--- src/rtl/router_port.sv ---
// router_port: node-facing port of the 4x4 mesh router. It turns serial ingress bytes into a packet queue and serializes egress packets.
// Define ROUTER_PORT_STATS_EN to add the saturating stat_rx/stat_tx/stat_drop counters (and the CNTW parameter).
module router_port #(
    parameter int DEPTH = 4
`ifdef ROUTER_PORT_STATS_EN
    ,
    parameter int CNTW  = 16
`endif
) (
    input  logic        clk,
    input  logic        rst_b,
    output logic        free_outbound,
    input  logic        put_outbound,
    input  logic [7:0]  payload_outbound,
    input  logic        free_inbound,
    output logic        put_inbound,
    output logic [7:0]  payload_inbound,
    output logic        ing_valid,
    output logic [31:0] ing_pkt,
    output logic [3:0]  ing_dest,
    input  logic        ing_grant,
    input  logic        egr_valid,
    input  logic [31:0] egr_pkt,
    output logic        egr_ready,
    output logic        err_frame,
    output logic        err_overflow
`ifdef ROUTER_PORT_STATS_EN
    ,
    output logic [CNTW-1:0] stat_rx,
    output logic [CNTW-1:0] stat_tx,
    output logic [CNTW-1:0] stat_drop
`endif
);

    localparam int AW = $clog2(DEPTH);
    localparam logic [AW:0]   FULL  = (AW+1)'(DEPTH);
    localparam logic [AW+1:0] LIMIT = (AW+2)'(DEPTH);

    typedef enum logic [1:0] {I_IDLE, I_B1, I_B2, I_B3} ing_state_t;
    typedef enum logic [2:0] {E_IDLE, E_WAIT, E_B0, E_B1, E_B2, E_B3} egr_state_t;

    ing_state_t      r_ist, w_ist_nxt;
    logic            r_drop;
    logic [23:0]     r_asm;
    logic            r_err_frame, r_err_overflow;
    logic            w_wr, w_pop, w_frame_err, w_ovf_err, w_inflight;
    logic [AW+1:0]   w_occ;
    logic [31:0]     r_mem [DEPTH];
    logic [AW-1:0]   r_wptr, r_rptr;
    logic [AW:0]     r_count;

    egr_state_t      r_est, w_est_nxt;
    logic [31:0]     r_epkt;
    logic            r_put_in, w_put_nxt, r_egr_ready, w_accept;
    logic [7:0]      r_pay_in, w_pay_nxt;

    // A packet whose first byte arrived while the queue was full is not counted as in flight.
    assign w_inflight    = (r_ist != I_IDLE) && !r_drop;
    assign w_occ         = {1'b0, r_count} + {{(AW+1){1'b0}}, w_inflight};
    assign free_outbound = (w_occ < LIMIT);
    assign w_pop         = ing_grant && (r_count != {(AW+1){1'b0}});
    assign ing_valid     = (r_count != {(AW+1){1'b0}});
    assign ing_pkt       = r_mem[r_rptr];
    assign ing_dest      = r_mem[r_rptr][27:24];
    assign err_frame     = r_err_frame;
    assign err_overflow  = r_err_overflow;

    // Ingress next state, queue write strobe and error detection.
    always_comb begin
        w_ist_nxt   = r_ist;
        w_wr        = 1'b0;
        w_frame_err = 1'b0;
        w_ovf_err   = 1'b0;
        case (r_ist)
            I_IDLE: begin
                if (put_outbound) w_ist_nxt = I_B1;
                else              w_ist_nxt = I_IDLE;
            end
            I_B1, I_B2: begin
                if (put_outbound) begin
                    w_ist_nxt = (r_ist == I_B1) ? I_B2 : I_B3;
                end else begin
                    w_ist_nxt   = I_IDLE;
                    w_frame_err = 1'b1;
                end
            end
            I_B3: begin
                w_ist_nxt = I_IDLE;
                if (put_outbound) begin
                    w_wr      = !r_drop;
                    w_ovf_err = r_drop;
                end else begin
                    w_frame_err = 1'b1;
                end
            end
            default: w_ist_nxt = I_IDLE;
        endcase
    end

    // Ingress state, drop decision (taken at the first byte) and byte assembly.
    always_ff @(posedge clk or negedge rst_b) begin
        if (!rst_b) begin
            r_ist          <= I_IDLE;
            r_drop         <= 1'b0;
            r_asm          <= 24'd0;
            r_err_frame    <= 1'b0;
            r_err_overflow <= 1'b0;
        end else begin
            r_ist          <= w_ist_nxt;
            r_err_frame    <= w_frame_err;
            r_err_overflow <= w_ovf_err;
            if (r_ist == I_IDLE && put_outbound) r_drop <= (r_count == FULL);
            if (put_outbound && r_ist != I_B3)   r_asm  <= {r_asm[15:0], payload_outbound};
        end
    end

    // Circular packet queue; a simultaneous write and pop leaves the occupancy unchanged.
    always_ff @(posedge clk or negedge rst_b) begin
        if (!rst_b) begin
            r_wptr  <= {AW{1'b0}};
            r_rptr  <= {AW{1'b0}};
            r_count <= {(AW+1){1'b0}};
            for (int i = 0; i < DEPTH; i++) r_mem[i] <= 32'd0;
        end else begin
            if (w_wr) begin
                r_mem[r_wptr] <= {r_asm, payload_outbound};
                r_wptr        <= r_wptr + AW'(1);
            end
            if (w_pop) r_rptr <= r_rptr + AW'(1);
            case ({w_wr, w_pop})
                2'b10:   r_count <= r_count + (AW+1)'(1);
                2'b01:   r_count <= r_count - (AW+1)'(1);
                default: r_count <= r_count;
            endcase
        end
    end

    assign w_accept        = egr_valid && r_egr_ready;
    assign egr_ready       = r_egr_ready;
    assign put_inbound     = r_put_in;
    assign payload_inbound = r_pay_in;

    // Egress next state; byte outputs are computed for the next state so they can be registered.
    always_comb begin
        w_est_nxt = r_est;
        w_put_nxt = 1'b0;
        w_pay_nxt = 8'd0;
        case (r_est)
            E_IDLE: begin
                if (egr_valid) w_est_nxt = E_WAIT;
                else           w_est_nxt = E_IDLE;
            end
            E_WAIT: begin
                if (free_inbound) begin
                    w_est_nxt = E_B0;
                    w_put_nxt = 1'b1;
                    w_pay_nxt = r_epkt[31:24];
                end else begin
                    w_est_nxt = E_WAIT;
                end
            end
            E_B0: begin
                w_est_nxt = E_B1;
                w_pay_nxt = r_epkt[23:16];
            end
            E_B1: begin
                w_est_nxt = E_B2;
                w_pay_nxt = r_epkt[15:8];
            end
            E_B2: begin
                w_est_nxt = E_B3;
                w_pay_nxt = r_epkt[7:0];
            end
            E_B3:    w_est_nxt = E_IDLE;
            default: w_est_nxt = E_IDLE;
        endcase
    end

    // Egress state, held packet and registered node-side outputs.
    always_ff @(posedge clk or negedge rst_b) begin
        if (!rst_b) begin
            r_est       <= E_IDLE;
            r_epkt      <= 32'd0;
            r_put_in    <= 1'b0;
            r_pay_in    <= 8'd0;
            r_egr_ready <= 1'b1;
        end else begin
            r_est       <= w_est_nxt;
            r_put_in    <= w_put_nxt;
            r_pay_in    <= w_pay_nxt;
            r_egr_ready <= (w_est_nxt == E_IDLE);
            if (w_accept) r_epkt <= egr_pkt;
        end
    end

`ifdef ROUTER_PORT_STATS_EN
    logic [CNTW-1:0] r_stat_rx, r_stat_tx, r_stat_drop;

    function automatic logic [CNTW-1:0] sat_inc(input logic [CNTW-1:0] v, input logic en);
        return (en && (v != {CNTW{1'b1}})) ? v + CNTW'(1) : v;
    endfunction

    // Saturating packet statistics.
    always_ff @(posedge clk or negedge rst_b) begin
        if (!rst_b) begin
            r_stat_rx   <= {CNTW{1'b0}};
            r_stat_tx   <= {CNTW{1'b0}};
            r_stat_drop <= {CNTW{1'b0}};
        end else begin
            r_stat_rx   <= sat_inc(r_stat_rx, w_wr);
            r_stat_tx   <= sat_inc(r_stat_tx, r_est == E_B3);
            r_stat_drop <= sat_inc(r_stat_drop, r_err_frame || r_err_overflow);
        end
    end

    assign stat_rx   = r_stat_rx;
    assign stat_tx   = r_stat_tx;
    assign stat_drop = r_stat_drop;
`endif

endmodule

--- config.mk ---
export PLATFORM = sky130hd
export DESIGN_NAME = router_port
export DESIGN_NICKNAME = d
export VERILOG_FILES = /design/src/rtl/router_port.sv
export SDC_FILE = /design/constraint.sdc
export NUM_CORES = 1
export LEC_CHECK = 0
export ABC_AREA = 0
export CAP_MARGIN = 15
export CORE_MARGIN = 8
export CORE_UTILIZATION = 40
export CTS_BUF_LIST = sky130_fd_sc_hd__clkbuf_8
export DETAILED_ROUTE_END_ITERATION = 10
export PLACE_DENSITY = 0.63
export SLEW_MARGIN = 20
export SYNTH_ARGS = -nofsm -noshare
export SYNTH_HDL_FRONTEND = slang
export SYNTH_SLANG_ARGS = --single-unit
--- constraint.sdc ---
create_clock -name clk -period 2.8 [get_ports clk]
set_clock_uncertainty 0.1 [all_clocks]
set_input_delay 0.42 -clock clk [delete_from_list [all_inputs] [get_ports clk]]
set_output_delay 0.42 -clock clk [all_outputs]
set_load 0.005 [all_outputs]
# --- After elaboration in Yosys (flattened, before gate mapping) ---
# Cells that the tools add are included.
totals:
  reg_bits: 209
  output_inout_bits: 50
  inputBits: 46
classes:
  bitwise: 2
  magnitude_cmp: 4
  n_mux: 24
  add_sub_neg: 5
  eq_ne: 11
  n_reduce_logical: 15
op_table:
  columns: ["operator", "count"]
  rows:
  - ["128-bit bitwise mux", 1]
  - ["32-bit 2-to-1 mux", 3]
  - ["32-bit binary-select mux with 2-bit select", 1]
  - ["32-bit demux with 2-bit select", 1]
  - ["8-bit one-hot mux with 4 select lines", 1]
  - ["3-bit one-hot mux with 5 select lines", 1]
  - ["1-bit 2-to-1 mux", 11]
  - ["8-bit 2-to-1 mux", 1]
  - ["2-bit equality test, second input constant", 3]
  - ["3-bit by 2-bit equality test with 1-bit output, second input constant", 2]
  - ["3-bit equality test, second input constant", 2]
  - ["3-bit >= comparator, second input constant", 2]
  - ["1-bit logical AND", 6]
  - ["3-bit logical NOT", 2]
  - ["2-bit NOT with 3-bit output", 2]
  - ["2-bit one-hot mux with 3 select lines", 1]
  - ["3-bit one-hot mux with 2 select lines", 1]
  - ["2-bit by 1-bit adder with 2-bit output, second input constant", 2]
  - ["3-bit by 1-bit adder with 4-bit output", 1]
  - ["2-bit by 1-bit equality test with 1-bit output, second input constant", 2]
  - ["4-bit by 3-bit less-than comparator with 1-bit output, second input constant", 1]
  - ["2-bit 2-to-1 mux", 2]
  - ["2-bit nonzero test", 2]
  - ["3-bit by 1-bit adder with 3-bit output, second input constant", 1]
  - ["other kinds (9)", 9]

# --- Logic depth before layout (Yosys ltp) ---
# Gate-level depths: netlist of the first run.
logic_depth:
  ltp_word: 6
  mapped_depth: 10
  mapped_depth_nobuf: 9

# --- Worst setup path after synthesis of the first run ---
# OpenSTA, ideal clock, no wires.
synth_timing:
  path_type: "register -> register"
  startpoint: "reg r_ist[0]"
  endpoint: "reg r_count[2]"
  path_slack_ps: 662
  path_stages_with_launch: 11
  t_required_ps: 2620
  arrival_time_ps: 1959
  synth_period_minus_slack_ps: 2138
  cell_sequence: "dfrtp_1 -> ha_1 -> and3b_2 -> buf_12 -> inv_1 -> ha_1 -> inv_1 -> fa_1 -> xor2_1 -> nor2_1 -> xnor2_1"
synth_between:
  elab_chain_len: 4
  word_cells_on_any_way: 6
synth_rtl:
  columns: ["element", "line_no", "rtl"]
  rows:
  - ["from (decl)", "42", "ing_state_t r_ist, w_ist_nxt;"]
  - ["from (signal assigned)", "109", "r_ist <= w_ist_nxt;"]
  - ["2-bit equality test *", "74", "case (r_ist)"]
  - ["1-bit 2-to-1 mux *", "74", null]
  - ["2-bit by 1-bit equality test with 1-bit output / 2-bit equality test (equally long branches)", "130", "case ({w_wr, w_pop})"]
  - ["3-bit one-hot mux with 2 select lines / 2-bit nonzero test (equally long branches)", null, null]
  - ["to (signal assigned)", "131", "2'b10: r_count <= r_count + (AW+1)'(1);"]
  - ["to (signal assigned)", "132", "2'b01: r_count <= r_count - (AW+1)'(1);"]
  - ["to (signal assigned)", "133", "default: r_count <= r_count;"]
  - ["to (decl)", "50", "logic [AW:0] r_count;"]
# Every way passes the cells marked *; elsewhere a longest branch is shown, timed or not.
# A chain may end at the register's enable or synchronous reset.

# --- Final worst setup path of the first run ---
layout_timing:
  startpoint: "reg r_rptr[0]"
  endpoint: "out ing_pkt[12]"
layout_between:
  elab_chain_len: 4
layout_rtl:
  columns: ["element", "line_no", "rtl"]
  rows:
  - ["from (decl)", "49", "logic [AW-1:0] r_wptr, r_rptr;"]
  - ["from (signal assigned)", "121", "r_rptr <= {AW{1'b0}};"]
  - ["from (signal assigned)", "129", "if (w_pop) r_rptr <= r_rptr + AW'(1);"]
  - ["2-bit NOT with 3-bit output (implied by the code)", "63", "assign ing_pkt = r_mem[r_rptr];"]
  - ["32-bit binary-select mux with 2-bit select", "63", null]
  - ["32-bit 2-to-1 mux (2 in series)", null, null]
  - ["to (decl)", "19", "output logic [31:0] ing_pkt,"]
# No other way between the ends. The select of a mux whose other input is x is not followed.

==> results of run 1 <==
==> per-layer routing <==
| layer | GRT usage [%] | share of wire (%) | vias to the layer above |
|---|---|---|---|
| met5 | 0 | 0 | - |
| met4 | 5.34 | 2.2 | 0 |
| met3 | 3.13 | 4.8 | 39 |
| met2 | 23.3 | 49 | 101 |
| met1 | 18.4 | 44 | 2680 |
| li1 | - | - | 2229 |
==> flip-flops by register name, indices dropped and copies added (netlist names) <==
signal	count
r_ist	2
r_est	3
r_count	3
payload_inbound	8
r_drop	1
r_epkt	32
err_overflow	1
r_wptr	2
r_asm	24
err_frame	1
egr_ready	1
put_inbound	1
r_mem	128
r_rptr	2
==> layout make-up <==
class | count | area share (%)
flip-flops and latches | 209 | 45.4
inverters | 10 | 0.326
clock inverters | 20 | 0.977
repair buffers | 112 | 10.4
clock buffers | 47 | 5.61
multi-input cells | 296 | 33.8
well taps | 319 | 3.46
==> through the flow <==
| step | power [mW] | cells | instance area, sq um | hold WS [ns] | util (%) |
|---|---|---|---|---|---|
| 6_report | 10.7 | 1013 | 11500 | 0.355 | 49.1 |
| 5_1_grt | 11.3 | 1013 | 11500 | 0.373 | 49.1 |
| 4_1_cts | 10.7 | 1009 | 11400 | 0.346 | 48.8 |
| 3_5_place_dp | 7.76 | 939 | 10700 | 0.342 | 45.4 |
| 3_3_place_gp | 7.60 | 939 | 10700 | 0.335 | 45.4 |
| 2_1_floorplan | 6.50 | 551 | 9540 | 0.0244 | - |
==> where the power goes <==
part	internal (mW)	switching, mW
Combinational	2.10	1.19
Sequential	3.90	0.615
Clock	1.60	1.25
Total	7.60	3.05
==> worst register-to-register path, cell delays in order, from the launching register on <==
cell     delay, ns
dfrtp_1       0.40
ha_1          0.25
and3b_2       0.23
inv_1         0.06
ha_1          0.18
inv_1         0.07
fa_1          0.39
xor2_1        0.16
nor2_1        0.12
xnor2_1       0.14
==> timing repair <==
item | in CTS | in global routing
gates resized for setup | 0 | 2
setup endpoints to repair | 28 | 10
gates cloned | 0 | 2
buffers inserted | 2 | 2
pin swaps | 0 | 0
hold buffers | 1 | 0
hold endpoints to repair | 60 | 0
==> worst max path at each step <==
stage                              to  slack, ns  depth (start not counted)
after floorplan            r_count[2]       0.66                         10
after global placement     r_mem[102]       0.41                          5
after detailed placement   r_count[2]       0.33                          9
after CTS                  ing_pkt[8]      0.009                          3
after global routing      ing_pkt[16]      -0.02                          4
final                     ing_pkt[12]       0.06                          4
==> cell families after synthesis <==
group / Yosys count
multiplexers: 224
flip-flops: 209
AO/OA/AOI/OAI: 19
buffers and inverters: 46
XOR/XNOR: 6
adder cells (fa/ha/maj): 9
AND/OR/NAND/NOR: 38
==> cells in the mapped netlist <==
cell      instances
nand3b_1          1
buf_12           13
nand3_1           1
buf_2            13
o41ai_1           1
mux2i_1           8
nor2_1           13
dfrtp_1         208
and3b_2           1
dfstp_2           1
nor2_2            1
or4_1             1
nor3b_1           1
mux2_4          120
nor3b_2           1
fa_1              1
and3_1            1
clkbuf_2          1
nand2_1          10
nor2b_1           2
inv_1            10
a221o_1           8
clkbuf_1          5
o32ai_1           1
nand2b_1          1
o21bai_1          1
mux2_2           64
ha_1              8
xnor2_1           4
o31a_1            1
o21a_1            1
buf_4             4
a21oi_1           2
a31oi_1           1
xor2_1            2
mux4_2           32
o21ai_0           3
nand2_8           4
==> flow_summary.yaml, run 1 <==
status:
  status: "finished clean"
clock_tree:
  worstSkewPairLatency_ns: 0.52
  clk_pin_slew_ns: 0.06
  cts_num_sinks: 209
  clk_path_buf_depth: 3
  htree_num_levels: 2
  cts_tree: "done"
  root_buffer: "clkbuf_8"
  cts_buffers: 37
worst_setup_path:
  crit_family: "buffers and inverters"
  worstPathArrival_ns: 2.22
  cpMostUsedCell: "buf_12"
  path_class: "reg -> out"
  crit_slowest_cell: "mux4_2"
  r2r_slack_ns: 0.64
  r2r_start: "r_ist[0]"
  reg2reg_depth: 9
  worst-path-buf-inv: 3
  crit_fanout: 8
  worstReg2RegEnd: "r_count[2]"
  crit_required_ns: 2.28
  cpPeakStageDelay_ns: 0.55
  crit_start: "r_rptr[0]"
  critPathLaunchType: "flop"
  end_kind: "output pin"
  critical_path.cell_chain: "buf_12 -> buf_12 -> mux4_2 -> clkdlybuf4s50_1"
cells_and_area:
  seq_area_sq_um: 5230
  fillers: 1988
  synthToLayoutAreaGrowth_pct: 20.8
  n_antenna_cell: 0
  drive_gt1_share_pct: 42.7
  final_cell_mix: "dfrtp_1 (207), mux2_4 (120), clkdlybuf4s50_1 (92)"
  layout_commonest_cell: "dfrtp_1"
  final_nets: 721
  multi_input_area_sq_um: 3900
synth:
  syn_avg_cell_area_sq_um: 17.3
  muxShareOfSynthArea_pct: 34.8
  syn-cell-area_sq_um: 9540
  synth_compound_area_share_pct: 1.60
  synth_cell_types: 38
  synth_cells: 551
  yosys_register_bits: 209
  yosysTopAreaCell: "dfrtp_1"
  synthSimpleGateAreaFrac_pct: 2.60
  ys_seq_area_share_pct: 54.8
  synth-adder-area-share_pct: 1.26
  yosysTopAreaCellShare_pct: 54.5
  syn_nets: 606
  ys_warn_count: 0
  synth_top_family_by_area: "multiplexers"
  synthXorXnorAreaFrac_pct: 0.551
  synth_area_leaders: "dfrtp_1 (55%), mux2_4 (19%), mux2_2 (7.6%), mux4_2 (7.6%), buf_12 (2.7%)"
sta:
  report.final.setup_viol: 0
  drv_slew: 0
  layout_setup_ws_ns: 0.0561
  slew_headroom_pct: 53.6
  period_share_pct: 98.0
  timing.fmax_mhz: 364
  tightest_slew_ns: 0.696
  hold_viol: 0
  period_needed_ns: 2.74
  finalSetupTns_ns: 0
routing:
  wirelength_mm: 20.0
  route.detailed.drc: 0
  drt-pass1-iter-count: 5
  antenna_left: 0
  dr_total_vias: 5049
  via_per_inst: 4.98
  drt_iter0_drc: 222
  wire_per_inst_microns: 19.8
floorplanning:
  die_w_microns: 170
  start_util_pct: 40.7
  core-area_sq_um: 23500
  ios: 96
  die_h_microns: 170
  fp.dieArea_sq_um: 29100
  row_count: 56
global_routing:
  antenna_found_initial: 0
  grt_pass1_vias: 5791
  grt_pass1_wl_mm: 32.8
  grt_max_degree: 64
  grt_util_all_layers_pct: 14.3
  grt_overflow_total: 0
placed_design:
  place.gp.congestion: 0.707
  io_buffers: 95
  post-place-ws_ns: 0.327
  dp_hpwl_mm: 12.3
pwr:
  p_per_area_nw_per_um2: 924
  leakagePower_nw: 5.62
  max-vdd-ir-drop_v: 0.000436
hold_path:
  hold_class: "in -> async"
job:
  maxCapViolCount: 0
(Power assumes the default switching activity.)
==> run 2, diff against run 1 <==
- SKIP_CTS_REPAIR_TIMING: unset -> 1
==> run 2 against run 1 <==
Clock-buffer cell count unchanged. Register-to-register slack about the same. Cell count about the same. Non-clock buffer count down 1. Via count down 0.42%. Global-route usage about the same. Critical path depth down 1. Die area unchanged. Total power down 0.82%. Flip-flop and latch count unchanged. Sequential power about the same. Critical endpoint unchanged. Largest power group unchanged. Highest routed layer unchanged.
==> flow_summary.yaml, run 2 (synthesized netlist as in run 1, its figures left out) <==
status:
  status: "finished clean"
floorplanning:
  die_h_microns: 170
  row_count: 56
  die_w_microns: 170
  ios: 96
  fp.dieArea_sq_um: 29100
  core-area_sq_um: 23500
  start_util_pct: 40.7
placed_design:
  io_buffers: 95
  place.gp.congestion: 0.707
  post-place-ws_ns: 0.327
  numPlacedInstances: 939
  dp_hpwl_mm: 12.3
cells_and_area:
  final_nets: 720
  drive_gt1_share_pct: 42.6
  largestRegisters: "r_mem: 128 flops, r_epkt: 32 flops, r_asm: 24 flops"
  fin_cells: 1012
  n_antenna_cell: 0
  final_cell_mix: "dfrtp_1 (207), mux2_4 (120), clkdlybuf4s50_1 (78)"
  largest_reg_flops: 128
  layout_commonest_cell: "dfrtp_1"
  synthToLayoutAreaGrowth_pct: 20.8
  largest_register: "r_mem"
global_routing:
  antenna_found_initial: 0
  grt_util_met2_pct: 23.3
  top_usage_layer: "met2"
  use_met3_pct: 3.13
  grt_overflow_total: 0
  grt_pass1_wl_mm: 32.8
  grt_pass1_vias: 5780
  grt_max_degree: 64
  grt_util_all_layers_pct: 14.3
  grt_use_met1_pct: 18.4
routing:
  route.detailed.drc: 0
  drt-pass1-iter-count: 5
  wirelength_mm: 20.0
  via_per_inst: 4.97
  dr_total_vias: 5028
  antenna_left: 0
  wire_per_inst_microns: 19.8
  drt_iter0_drc: 222
clock_tree:
  worstSkewPairLatency_ns: 0.52
  cts_buffers: 37
  cts_num_sinks: 209
  cts_tree: "done"
  root_buffer: "clkbuf_8"
  clk_path_buf_depth: 3
  htree_num_levels: 2
  clk_pin_slew_ns: 0.06
hold_path:
  hold_class: "in -> async"
pwr:
  clkPwrFrac_pct: 26.9
  p_int_mw: 7.54
  power_frac_comb_pct: 30.1
  p_sw_share_pct: 28.7
  seqPwrFrac_pct: 42.9
  max-vdd-ir-drop_v: 0.000436
  power.switching_mw: 3.03
  leakagePower_nw: 5.85
  p_per_area_nw_per_um2: 917
sta:
  rsz0062_at_grt: "true"
  hold_viol: 0
  period_share_pct: 98.2
  tightest_slew_ns: 0.693
  layout_setup_ws_ns: 0.0514
  slew_headroom_pct: 53.8
  timing.fmax_mhz: 364
  period_needed_ns: 2.75
  drv_slew: 0
  report.final.setup_viol: 0
job:
  maxCapViolCount: 0
worst_setup_path:
  crit_fanout: 8
  crit_start: "r_rptr[0]"
  crit_required_ns: 2.28
  worstPathArrival_ns: 2.23
  reg2reg_depth: 9
  end_kind: "output pin"
  r2r_slack_ns: 0.64
  worstReg2RegEnd: "r_count[2]"
  r2r_start: "r_ist[0]"
  critPathLaunchType: "flop"
  endpoint: "ing_pkt[12]"
  path_class: "reg -> out"
-- run 2: area by class of cell --
class                           count  area (sq um)
Sequential cell                   209          5240
Inverter                           10          37.5
Fill cell                        1984         11900
Clock inverter                     20           113
Timing Repair Buffer              111          1200
Multi-Input combinational cell    296          3900
Tap cell                          319           399
Clock buffer                       47           647
-- run 2: critical path, cell delays in order, from the launching register on --
cell and delay (ns):
dfrtp_4 0.51, buf_12 0.17, mux4_2 0.55, clkdlybuf4s50_1 0.47
-- run 2: layer usage --
metal  vias to the layer above  wire length (microns)  share of wire [%]
met1                      2677                   8820                 44
li1                       2221                      -                  -
met4                         0                    357                1.8
met5                         -                      0                  0
met3                        34                    953                4.8
met2                        96                   9860                 49
-- run 2: power groups by stage --
stage	Combinational [mW]	Sequential [mW]	Clock (mW)
2_1_floorplan	2.20	4.29	0
6_report	3.19	4.54	2.84
3_3_place_gp	3.08	4.52	0
5_1_grt	3.45	4.66	3.09
3_5_place_dp	3.17	4.59	0
4_1_cts	3.18	4.55	2.95
-- run 2: worst min path at each step --
| stage | from | end | slack [ns] | depth (start not counted) |
|---|---|---|---|---|
| 5_1_grt | rst_b | r_mem[36] | 0.37 | 2 |
| 4_1_cts | rst_b | r_mem[36] | -0.22 | 1 |
| 6_report | rst_b | r_mem[36] | 0.35 | 2 |
| 2_1_floorplan | rst_b | err_frame | 0.02 | 0 |
| 3_3_place_gp | rst_b | r_mem[36] | 0.33 | 1 |
| 3_5_place_dp | rst_b | r_mem[36] | 0.34 | 1 |
-- run 2: metrics by stage --
stage | hold slack [ns] | area, sq um | power, mW | setup TNS, ns | util [%]
4_1_cts | -0.223 | 11400 | 10.7 | -3.37 | 48.7
5_1_grt | 0.374 | 11500 | 11.2 | -0.0270 | 49.1
2_1_floorplan | 0.0244 | 9540 | 6.50 | 0 | -
3_3_place_gp | 0.335 | 10700 | 7.60 | 0 | 45.4
6_report | 0.349 | 11500 | 10.6 | 0 | 49.1
3_5_place_dp | 0.342 | 10700 | 7.76 | 0 | 45.4
==> run 3, diff against run 2 <==
- SKIP_CTS_REPAIR_TIMING: 1 -> unset
==> results of run 3 <==
No change in the layout: final DEF, timing and power equal those of run 1.
